<file path="src/rtl/minicpu_fetch_decode.sv">
// Instruction fetch/decode front end for MiniCPU: loadable instruction memory, PC sequencing, valid/ready issue.
// Optional JMP support (opcode 3'b110) is compiled in when MINICPU_FETCH_JMP_EN is defined.
module minicpu_fetch_decode #(
    parameter int unsigned IMEM_DEPTH = 16,
    parameter int unsigned PC_W       = 4
) (
    input  logic            clk,
    input  logic            rst_n,
    input  logic            prog_we,
    input  logic [PC_W-1:0] prog_addr,
    input  logic [12:0]     prog_data,
    input  logic            start,
    input  logic            out_ready,
    output logic            out_valid,
    output logic [2:0]      opcode,
    output logic [1:0]      wr_addr,
    output logic [1:0]      rd_addr1,
    output logic [1:0]      rd_addr2,
    output logic [3:0]      wr_data,
    output logic [PC_W-1:0] pc,
    output logic            busy,
    output logic            done
);

    localparam int unsigned INSTR_W = 13;
    localparam logic [2:0]  OP_HALT = 3'b111;
`ifdef MINICPU_FETCH_JMP_EN
    localparam logic [2:0]  OP_JMP  = 3'b110;
`endif

    typedef struct packed {
        logic [2:0] opcode;
        logic [1:0] wr_addr;
        logic [1:0] rd_addr1;
        logic [1:0] rd_addr2;
        logic [3:0] wr_data;
    } instr_t;

    typedef enum logic [1:0] {
        S_IDLE,
        S_FETCH,
        S_ISSUE,
        S_HALTED
    } state_t;

    state_t             state;
    logic [INSTR_W-1:0] imem [IMEM_DEPTH];
    instr_t             fetched_c;
    logic               prog_en_c;
    logic               issuable_c;

    assign fetched_c = instr_t'(imem[pc]);
    assign prog_en_c = prog_we && ((state == S_IDLE) || (state == S_HALTED));

    // Words consumed inside the front end (HALT, and JMP when enabled) never raise out_valid.
`ifdef MINICPU_FETCH_JMP_EN
    assign issuable_c = (fetched_c.opcode != OP_HALT) && (fetched_c.opcode != OP_JMP);
`else
    assign issuable_c = (fetched_c.opcode != OP_HALT);
`endif

    // Program memory: no reset, writable only while the sequencer is parked.
    always_ff @(posedge clk) begin
        if (prog_en_c) begin
            imem[prog_addr] <= prog_data;
        end
    end

    always_ff @(posedge clk or negedge rst_n) begin
        if (!rst_n) begin
            state     <= S_IDLE;
            out_valid <= 1'b0;
            opcode    <= 3'b0;
            wr_addr   <= 2'b0;
            rd_addr1  <= 2'b0;
            rd_addr2  <= 2'b0;
            wr_data   <= 4'b0;
            pc        <= PC_W'(0);
            busy      <= 1'b0;
            done      <= 1'b0;
        end else begin
            case (state)
                S_IDLE, S_HALTED: begin
                    if (start) begin
                        pc    <= PC_W'(0);
                        done  <= 1'b0;
                        busy  <= 1'b1;
                        state <= S_FETCH;
                    end
                end
                S_FETCH: begin
                    opcode    <= fetched_c.opcode;
                    wr_addr   <= fetched_c.wr_addr;
                    rd_addr1  <= fetched_c.rd_addr1;
                    rd_addr2  <= fetched_c.rd_addr2;
                    wr_data   <= fetched_c.wr_data;
                    out_valid <= issuable_c;
                    state     <= S_ISSUE;
                end
                S_ISSUE: begin
                    if (opcode == OP_HALT) begin
                        done  <= 1'b1;
                        busy  <= 1'b0;
                        state <= S_HALTED;
`ifdef MINICPU_FETCH_JMP_EN
                    end else if (opcode == OP_JMP) begin
                        pc    <= PC_W'(wr_data);
                        state <= S_FETCH;
`endif
                    end else if (out_valid && out_ready) begin
                        // Depth is a power of two, so the natural overflow wraps to 0.
                        out_valid <= 1'b0;
                        pc        <= pc + PC_W'(1);
                        state     <= S_FETCH;
                    end
                end
                default: begin
                    state <= S_IDLE;
                end
            endcase
        end
    end

endmodule

</file>
<file path="config.mk">
export PLATFORM = sky130hd
export DESIGN_NAME = minicpu_fetch_decode
export DESIGN_NICKNAME = d
export VERILOG_FILES = /design/src/rtl/minicpu_fetch_decode.sv
export SDC_FILE = /design/constraint.sdc
export NUM_CORES = 1
export LEC_CHECK = 0
export BUFFER_PORTS_ARGS = -buffer_cell sky130_fd_sc_hd__buf_4
export CAP_MARGIN = 20
export CORE_ASPECT_RATIO = 0.9
export CORE_UTILIZATION = 55
export CTS_BUF_LIST = sky130_fd_sc_hd__clkbuf_4 sky130_fd_sc_hd__clkbuf_8
export DETAILED_ROUTE_END_ITERATION = 16
export GPL_TIMING_DRIVEN = 0
export PLACE_DENSITY = 0.85
export SETUP_SLACK_MARGIN = 0.1
export SLEW_MARGIN = 25
export SYNTH_ARGS = -nofsm -noshare
export SYNTH_HDL_FRONTEND = slang
export SYNTH_SLANG_ARGS = --single-unit
</file>
<file path="constraint.sdc">
create_clock -name clk -period 2.5 [get_ports clk]
set_input_delay 0.5 -clock clk [delete_from_list [all_inputs] [get_ports clk]]
set_output_delay 0.5 -clock clk [all_outputs]
set_load 0.01 [all_outputs]
</file>
==> reports/metrics.csv, run 1 <==
metric,value,unit
CP peak stage delay,490,ps
worst-margin pin slew,580.1,ps
Worst IR Drop VDD,0.0006227,V
predominant post-synthesis flop cell,edfxtp_1,
number of port buffers,41,
Post-DP Area,9721,sq um
CTS tree,yes,
# rows,44,
number of synthesis warnings,0,
Synth Instances,482,
post-synthesis sequential area ratio,74.96,%
die height,123.8,um
average size of a mapped cell,18.81,sq um
Clock power frac,31.6,%
CTS root buf,clkbuf_8,
placed instance count,731,
I/O pin cnt,42,
met2 usage,39.49,%
final setup violation count,0,
antenna cells,0,
fill count,969,
Post-DRT Antenna Nets,0,
Global Route met1 Usage,35.59,%
fmax,0.4251,GHz
nets@finish,612,
CP Buf/Inv Count,2,
"flops & latches, synth",230,
H-tree lvl count,2,
Final Cell Area,10800,sq um
Wirelength per Cell,25.47,um
area grow syn2layout,19.15,%
Mapped Nets,507,
post-synth cell types,37,
slowest cell on the critical path,nor2_4,
Die Area,17000,sq um
area occupied by multi-input gates,2205,sq um
chip width,137.3,um
clk_skew,13.18,ps
Hold Path Class,in -> reg,
internal power,7.004,mW
synthesized area,9067,sq um
RD Place Congestion,0.8399,
fin crit period,2352,ps
final setup margin,147.8,ps
CP required,2650,ps
leading area contributor after synthesis,edfxtp_1,
post-synth top area share,68.88,%
Total GRT Usage,25.30,%
Synth area leaders,"edfxtp_1 69%, mux4_2 8.9%, dfrtp_1 6.1%",
"Slew Viols, Final",0,
Final Core Density,66.98,%
Gate power share,21.2,%
DR pass1 iterations,5,
GR Overflow Total,0,
clock sink count,230,
Tcrit/Tclk final,94.09,%
total CTS buffers,36,
PwrDens,893.3,nW/um^2
register area,6797,sq um
status,completed,
RSZ-0062 raised after global routing,false,
initial antenna violation count,0,
"Reg clk slew, reported paths",60,ps
"critical path fanouts, max",13,
GRT Max-Usage Layer,met2,
vias in the first global route,4963,
DP Worst Slack,-331.4,ps
Longest Clk Path Bufs,3,
CP cell instances,"inv_1, ha_1, clkbuf_2, nand2_1, nor2_1, nand2_1, nor2_4",
relative slew slack,61.33,%
CP startpoint kind,register,
DRC,0,
Crit Path Category,reg -> reg,
proportion of layout cells with a drive suffix above 1,35.46,%
switching pwr,2.647,mW
largest net degree at the start of global routing,23,
clk_lat worst skew,520,ps
Starting Density,56.21,%
final wirelength,20860,um
Max Cap Violations,0,
Flop pwr share,47.2,%
"most used cell, CP",nand2_1,
DRT iter0 DRCs,749,
Synth async-reset ratio,9.565,%
number of vias per cell,6.260,
post-DP HPWL,12610,um
Lkg Pwr,3.637,nW
Final Hold Viols,0,
global-route wire length before repair,30170,um
GR Util met3,5.169,%
core outline area,16130,sq um
"Arr. time, crit path",2500,ps
Critical Path End Type,register,
number of synthesized flops with an enable pin,208,
Net Sw Frac,27.43,%
Vias,5127,
crit-path leading delay family,simple AND/OR/NAND/NOR gates,
Non-Filler Instances,819,
## worst paths after layout
| path | to | slack, ps | from | depth (start not counted) |
|---|---|---|---|---|
| max | imem[9][0] | 150 | state[0] | 7 |
| min | imem[15][6] | 290 | prog_data[6] | 1 |
| max reg2reg | imem[9][0] | 150 | state[0] | 7 |
| min reg2reg | rd_addr1[0] | 510 | rd_addr1[0] | 1 |
| max in group asynchronous | wr_data[3] | 1830 | rst_n | 2 |
| min in group asynchronous | pc[0] | 420 | rst_n | 2 |
## layout by cell type, fill, tap and decap left out, types with 2 or more instances in the layout
master and n:
edfxtp_1 208, buf_4 54, clkbuf_8 39, mux4_2 36
o21ai_0 29, dfrtp_1 22, mux2_2 20, nor2_1 13
mux2i_1 13, nor2_4 12, buf_2 12, a221oi_1 12
nand2_1 11, nand2b_1 11, buf_12 11, inv_1 10
clkinv_1 10, buf_6 8, clkbuf_4 8, clkbuf_1 7
o2111ai_1 7, a21oi_1 7, clkinv_2 5, nor3_4 4
a22oi_1 4, a31oi_1 4, nand3_1 3, nor2b_1 3
mux2_4 3, a221o_1 3, o22ai_1 3, ha_1 3
nand4_1 2, and3_1 2
## per-stage QoR
step	power (mW)	hold slack [ps]	TNS, ps
after floorplan	5.835	204.4	0
after global placement	6.471	416.1	-74310
after detailed placement	6.573	425.1	-42050
after CTS	9.591	282.7	0
after global routing	10.02	290.2	0
final	9.652	292.5	0
## cells by family (layout without fill, tap and decap cells)
family | after synthesis | count (layout) | share of synthesized area (%)
flops | 230 | 230 | 74.96
compound gates | 75 | 75 | 5.575
mux | 72 | 72 | 13.36
simple gates | 65 | 65 | 3.422
buf+inv | 37 | 167 | 2.277
fa+ha+maj | 3 | 3 | 0.4140
## power by group through the flow
| stage | clock network [mW] | logic, mW | registers [mW] |
|---|---|---|---|
| after floorplan | 0 | 1.17 | 4.67 |
| after global placement | 0 | 1.85 | 4.62 |
| after detailed placement | 0 | 1.94 | 4.63 |
| after CTS | 3.05 | 1.99 | 4.55 |
| after global routing | 3.24 | 2.20 | 4.57 |
| final | 3.05 | 2.05 | 4.55 |
## registers in the layout, indices dropped and copies added (netlist names)
signal and flops:
out_valid 1, done 1, opcode 3, wr_data 4, state 2, rd_addr2 2, wr_addr 2, imem 208
busy 1, pc 4, rd_addr1 2
## repair_timing
| action | 4_1_cts | 5_1_grt |
|---|---|---|
| resized for setup | 13 | 1 |
| pin swaps | 8 | 7 |
| hold buffers | 1 | 0 |
| setup endpoints to repair | 208 | 123 |
| endpoints found under the hold margin | 22 | 0 |
| buffers inserted | 12 | 12 |
## layer usage
metal  wire length (um)  up-vias
met5                  0        -
met4                419        0
met3               2008       35
met2              10210      328
met1               8225     2599
li1                   -     2165
## Yosys cell counts, types with 8 or more instances
master	number
inv_1	10
mux2i_1	13
buf_2	12
dfrtp_1	22
edfxtp_1	208
nor2_1	25
mux2_2	20
a221oi_1	12
o21ai_0	29
nand2b_1	11
clkbuf_1	8
nand2_1	11
mux4_2	36
## cell type report
class | count | share of cell area [%]
flip-flops and latches | 230 | 62.91
multi-input cells | 215 | 20.41
repair buffers | 67 | 5.987
clock buffers | 47 | 5.524
well taps | 207 | 2.397
plain buffers | 27 | 1.575
clock inverters | 16 | 0.8570
inverters | 10 | 0.3474
Power figures use the tool's default switching activity.
==> inputs of run 2 (changes only) <==
--- a/config.mk
+++ b/config.mk
@@ -8,11 +8,11 @@
 export BUFFER_PORTS_ARGS = -buffer_cell sky130_fd_sc_hd__buf_4
 export CAP_MARGIN = 20
 export CORE_ASPECT_RATIO = 0.9
-export CORE_UTILIZATION = 55
+export CORE_UTILIZATION = 45
 export CTS_BUF_LIST = sky130_fd_sc_hd__clkbuf_4 sky130_fd_sc_hd__clkbuf_8
 export DETAILED_ROUTE_END_ITERATION = 16
 export GPL_TIMING_DRIVEN = 0
-export PLACE_DENSITY = 0.85
+export PLACE_DENSITY = 0.74
 export SETUP_SLACK_MARGIN = 0.1
 export SLEW_MARGIN = 25
 export SYNTH_ARGS = -nofsm -noshare
==> run 2 against run 1 <==
Against the previous run: worst hold slack about the same; critical path type unchanged; count of clock-buffer cells in the layout up 5; combinational power down 2%; clock power up 3%; wire length down 2.3%; sequential share of layout area down 0.10 points; clock skew up 5.2 ps; first-iteration DRC count down 31%; die area up 22%; sequential power about the same; register-to-register slack worse by 110 ps; via count down 1.4%.
==> reports/metrics.csv, run 2 (synthesized netlist as in run 1, its figures left out) <==
metric,value,unit,change
status,completed,,
"critical path fanouts, max",13,,unchanged
Critical Path End Type,register,,
clk_skew,18.35,ps,+5.170 ps
final setup margin,40.97,ps,-106.9 ps
Max Cap Violations,0,,unchanged
Lkg Pwr,3.616,nW,-0.58%
CP Buf/Inv Count,2,,unchanged
largest net degree at the start of global routing,23,,unchanged
die height,136.7,um,+10%
"Reg clk slew, reported paths",60,ps,about the same
global-route wire length before repair,30530,um,+1.2%
CP required,2640,ps,about the same
Final Hold Viols,0,,unchanged
DP Worst Slack,-341.3,ps,-9.845 ps
area grow syn2layout,19.35,%,
DR pass1 iterations,5,,unchanged
relative slew slack,45.17,%,-16 points
WHS,292.8,ps,+0.3000 ps
DRC,0,,unchanged
CP peak stage delay,700,ps,+210 ps
Hold Path Class,in -> reg,,
initial antenna violation count,0,,unchanged
total CTS buffers,37,,+2.8%
post-DP HPWL,12700,um,+0.68%
Worst IR Drop VDD,0.0003500,V,-44%
Longest Clk Path Bufs,3,,unchanged
Total GRT Usage,20.83,%,-4.5 points
number of vias per cell,5.878,,-6.1%
H-tree lvl count,2,,unchanged
Post-DP Area,9786,sq um,+0.67%
chip width,151.6,um,+10%
Vias,5055,,-1.4%
"commonest cells after routing, fill and taps aside","208 x edfxtp_1, 50 x buf_4, 40 x clkbuf_8, 36 x mux4_2, 29 x o21ai_0",,
"Arr. time, crit path",2600,ps,+100 ps
Post-DRT Antenna Nets,0,,unchanged
Die Area,20720,sq um,+22%
biggest regs,"imem: 208 flops, pc: 4 flops, wr_data: 4 flops",,
Starting Density,46.60,%,-9.6 points
flop2flop setup slack,40,ps,-110 ps
final setup violation count,0,,unchanged
RD Place Congestion,0.8330,,-0.82%
CP startpoint kind,register,,
Crit Path Category,reg -> reg,,
Reg with most FFs,imem,,
nets@finish,608,,-0.65%
final wirelength,20380,um,-2.3%
proportion of layout cells with a drive suffix above 1,35.25,%,-0.21 points
core outline area,19460,sq um,+21%
# rows,48,,+9.1%
number of port buffers,41,,unchanged
Wirelength per Cell,23.70,um,-7.0%
I/O pin cnt,42,,unchanged
"Slew Viols, Final",0,,unchanged
CP cell instances,"inv_1, ha_1, clkbuf_2, nand2_1, nor2_1, nand2_1, nor2_2",,
Tcrit/Tclk final,98.36,%,+4.3 points
clk_lat worst skew,520,ps,about the same
"most used cell, CP",nand2_1,,
vias in the first global route,5080,,+2.4%
PwrDens,897.8,nW/um^2,+0.50%
fin crit period,2459,ps,+106.9 ps
crit-path leading delay family,simple AND/OR/NAND/NOR gates,,
slowest cell on the critical path,nor2_2,,
CTS root buf,clkbuf_8,,
antenna cells,0,,unchanged
Final Cell Area,10820,sq um,+0.16%
max reg flops,208,,unchanged
clock sink count,230,,unchanged
worst-margin pin slew,821.5,ps,+241.5 ps
CTS tree,yes,,
RSZ-0062 raised after global routing,true,,
GR Overflow Total,0,,unchanged
fmax,0.4067,GHz,-4.3%
DRT iter0 DRCs,515,,-31%
"most common cell after layout, fill and taps aside",edfxtp_1,,
## run 2: repair_timing
item                       in CTS  in global routing
hold endpoints to repair       22                  0
hold buffers                    1                  0
buffers inserted               10                  8
resized for setup               9                  2
setup endpoints to repair     205                150
pin swaps                       5                  5
## run 2: worst paths after layout
path                       cells past startpoint     endpoint          from
setup reg to reg                               7  imem[10][9]      state[0]
max in group asynchronous                      2  rd_addr2[1]         rst_n
hold / removal                                 1   imem[5][6]  prog_data[6]
hold reg to reg                                1   wr_addr[1]    wr_addr[1]
setup / recovery                               7  imem[10][9]      state[0]
min in group asynchronous                      2        pc[2]         rst_n
## run 2: where the power goes
| group | total (mW) | internal [mW] | switching, mW |
|---|---|---|---|
| clock network | 3.15 | 1.76 | 1.39 |
| registers | 4.56 | 4.44 | 0.121 |
| logic | 2.01 | 0.901 | 1.11 |
## run 2: metal layers
layer / up-vias / track usage [%] / part of all wire (%)
met1: 2625 / 29.57 / 43
met2: 239 / 30.97 / 47
li1: 2157 / - / -
met5: - / 0 / 0
met4: 0 / 9.186 / 2.2
met3: 34 / 4.633 / 7.6
## run 2: through the flow
stage	utilization [%]	power, mW	TNS (ps)	instances
2_1_floorplan	-	5.835	0	482
3_3_place_gp	49.89	6.504	-85560	773
3_5_place_dp	50.29	6.581	-43310	775
4_1_cts	55.01	9.740	0	852
5_1_grt	55.61	10.10	-3160	860
6_report	55.61	9.716	0	860
## run 2: layout make-up
class | instances | area [sq um]
clock inverter | 14 | 88.84
sequential | 230 | 6797
inverter | 10 | 37.54
buffer | 27 | 172.7
clock buffer | 52 | 640.6
tap | 250 | 312.8
timing repair buffer | 62 | 588.1
multi-input combinational | 215 | 2185
fill | 1479 | 8637
## run 2: worst reg2reg max path, stage by stage (launching register included)
cell and delay (ps):
dfrtp_1 350, inv_1 60, ha_1 310, clkbuf_2 290, nand2_1 110, nor2_1 100, nand2_1 170, nor2_2 700
==> inputs of run 3 (changes only) <==
--- a/config.mk
+++ b/config.mk
@@ -8,12 +8,13 @@
 export BUFFER_PORTS_ARGS = -buffer_cell sky130_fd_sc_hd__buf_4
 export CAP_MARGIN = 20
 export CORE_ASPECT_RATIO = 0.9
-export CORE_UTILIZATION = 45
+export CORE_UTILIZATION = 57
 export CTS_BUF_LIST = sky130_fd_sc_hd__clkbuf_4 sky130_fd_sc_hd__clkbuf_8
 export DETAILED_ROUTE_END_ITERATION = 16
 export GPL_TIMING_DRIVEN = 0
-export PLACE_DENSITY = 0.74
+export PLACE_DENSITY = 0.88
 export SETUP_SLACK_MARGIN = 0.1
+export SKIP_LAST_GASP = 1
 export SLEW_MARGIN = 25
 export SYNTH_ARGS = -nofsm -noshare
 export SYNTH_HDL_FRONTEND = slang
==> run 3 against run 2 <==
Against the previous run: wire length is 15% higher; global-route usage grew 8.6 points; first-iteration DRC count increased by 60%; register-to-register slack improved by 100 ps; flip-flop and latch count did not move; worst setup slack improved by 100 ps; worst hold slack worse by 33 ps; critical path depth is the same; clock power up 4%; critical path type unchanged; largest cell class unchanged; largest power group unchanged; highest routed layer unchanged.
==> reports/metrics.csv, run 3 (synthesized netlist as in run 1, its figures left out) <==
metric,value,unit,change
Max Cap Violations,0,,unchanged
max reg flops,208,,unchanged
relative slew slack,55.49,%,+10 points
Starting Density,58.52,%,+12 points
chip width,135.0,um,-11%
# rows,43,,-10%
Critical Path End Type,register,,
GR Overflow Total,0,,unchanged
Wirelength per Cell,28.78,um,+21%
"Slew Viols, Final",0,,unchanged
DR pass1 iterations,5,,unchanged
Vias,5371,,+6.3%
CP peak stage delay,500,ps,-200 ps
area grow syn2layout,19.76,%,
Lkg Pwr,3.669,nW,+1.5%
H-tree lvl count,2,,unchanged
biggest regs,"imem: 208 flops, pc: 4 flops, wr_data: 4 flops",,
initial antenna violation count,1,,+1
CTS tree,yes,,
nets@finish,612,,+0.66%
largest net degree at the start of global routing,23,,unchanged
Worst IR Drop VDD,0.0005582,V,+59%
CP startpoint kind,register,,
core outline area,15490,sq um,-20%
final wirelength,23510,um,+15%
post-DP HPWL,12980,um,+2.2%
Final Hold Viols,0,,unchanged
"most common cell after layout, fill and taps aside",edfxtp_1,,
status,completed,,
WHS,260.3,ps,-32.51 ps
crit-path leading delay family,compound AO/OA/AOI/OAI gates,,
antenna cells,0,,unchanged
number of port buffers,41,,unchanged
die height,121.7,um,-11%
clk_skew,40.68,ps,+22.33 ps
final setup violation count,0,,unchanged
Post-DRT Antenna Nets,0,,unchanged
clock sink count,230,,unchanged
clk_lat worst skew,560,ps,+40 ps
Crit Path Category,reg -> reg,,
proportion of layout cells with a drive suffix above 1,36.42,%,+1.2 points
CTS root buf,clkbuf_8,,
CP Buf/Inv Count,2,,unchanged
DRT iter0 DRCs,826,,+60%
Reg with most FFs,imem,,
fmax,0.4240,GHz,+4.3%
"critical path fanouts, max",10,,-3
Longest Clk Path Bufs,3,,unchanged
I/O pin cnt,42,,unchanged
PwrDens,916.8,nW/um^2,+2.1%
vias in the first global route,5478,,+7.8%
Tcrit/Tclk final,94.35,%,-4.0 points
"Arr. time, crit path",2740,ps,+140 ps
RSZ-0062 raised after global routing,false,,
fin crit period,2359,ps,-100.3 ps
DRC,0,,unchanged
RD Place Congestion,0.8943,,+7.4%
"Reg clk slew, reported paths",80,ps,+20 ps
Final Core Density,70.08,%,+14 points
total CTS buffers,36,,-2.7%
number of vias per cell,6.574,,+12%
Die Area,16420,sq um,-21%
CP required,2880,ps,+240 ps
Hold Path Class,in -> reg,,
slowest cell on the critical path,a221oi_1,,
"commonest cells after routing, fill and taps aside","208 x edfxtp_1, 54 x buf_4, 40 x clkbuf_8, 36 x mux4_2, 29 x o21ai_0",,
Total GRT Usage,29.40,%,+8.6 points
worst-margin pin slew,667.6,ps,-154.0 ps
CP cell instances,"buf_6, buf_6, mux2_2, a221oi_1, o21ai_0, o2111ai_1, o21ai_0",,
global-route wire length before repair,33830,um,+11%
run 3: worst reg2reg max path, delay by kind of cell (launching register included):
kind                   cells  cell delay (ps)
AOI/OAI and AO/OA          4             1040
DFF                        1              420
buffers and inverters      2              390
muxes                      1              370
run 3: timing repair:
action	in CTS	in global routing
hold buffers	1	0
hold endpoints to repair	22	0
buffers inserted	22	3
cloned	0	0
gates resized for setup	13	4
endpoints found under the setup margin	208	119
pin swaps	14	3
run 3: final cells by class:
cell class	instances	area, sq um
fill	870	4636
clock inverter	13	88.84
tap	202	252.7
multi-input combinational	215	2205
inverter	10	37.54
sequential	230	6797
buffer	27	175.2
timing repair buffer	67	655.6
clock buffer	53	648.1
run 3: routing by layer:
metal	up-vias	track usage, %	part of all wire (%)
met5	-	0	0
met4	0	14.19	2.9
met3	55	7.699	11
met2	405	46.17	50
met1	2736	38.72	37
li1	2175	-	-
run 3: stage by stage:
| step | worst slack, ps | instances | setup TNS (ps) | area (sq um) | total power [mW] |
|---|---|---|---|---|---|
| finish | 141.2 | 817 | 0 | 10860 | 9.956 |
| detailed placement | -341.1 | 725 | -50430 | 9703 | 6.593 |
| global route | 118.1 | 817 | 0 | 10860 | 10.26 |
| CTS | 149.0 | 814 | 0 | 10790 | 9.813 |
| global placement | -493.5 | 725 | -73840 | 9648 | 6.465 |
| floorplan | 154.9 | 482 | 0 | 9087 | 5.835 |
run 3: worst paths after layout:
path                       slack, ps     endpoint          from  depth (start not counted)
min in group asynchronous        400  rd_addr2[0]         rst_n                          2
max reg2reg                      140   wr_data[3]         pc[0]                          7
min                              260   imem[3][3]  prog_data[3]                          1
max in group asynchronous       1820   wr_data[1]         rst_n                          2
min reg2reg                      520  rd_addr1[0]   rd_addr1[0]                          1
max                              140   wr_data[3]         pc[0]                          7
run 3: report_power, final:
group          total [mW]  internal (mW)  switching, mW
Clock                3.28           1.78           1.51
Combinational        2.10          0.916           1.18
Sequential           4.57           4.44          0.138
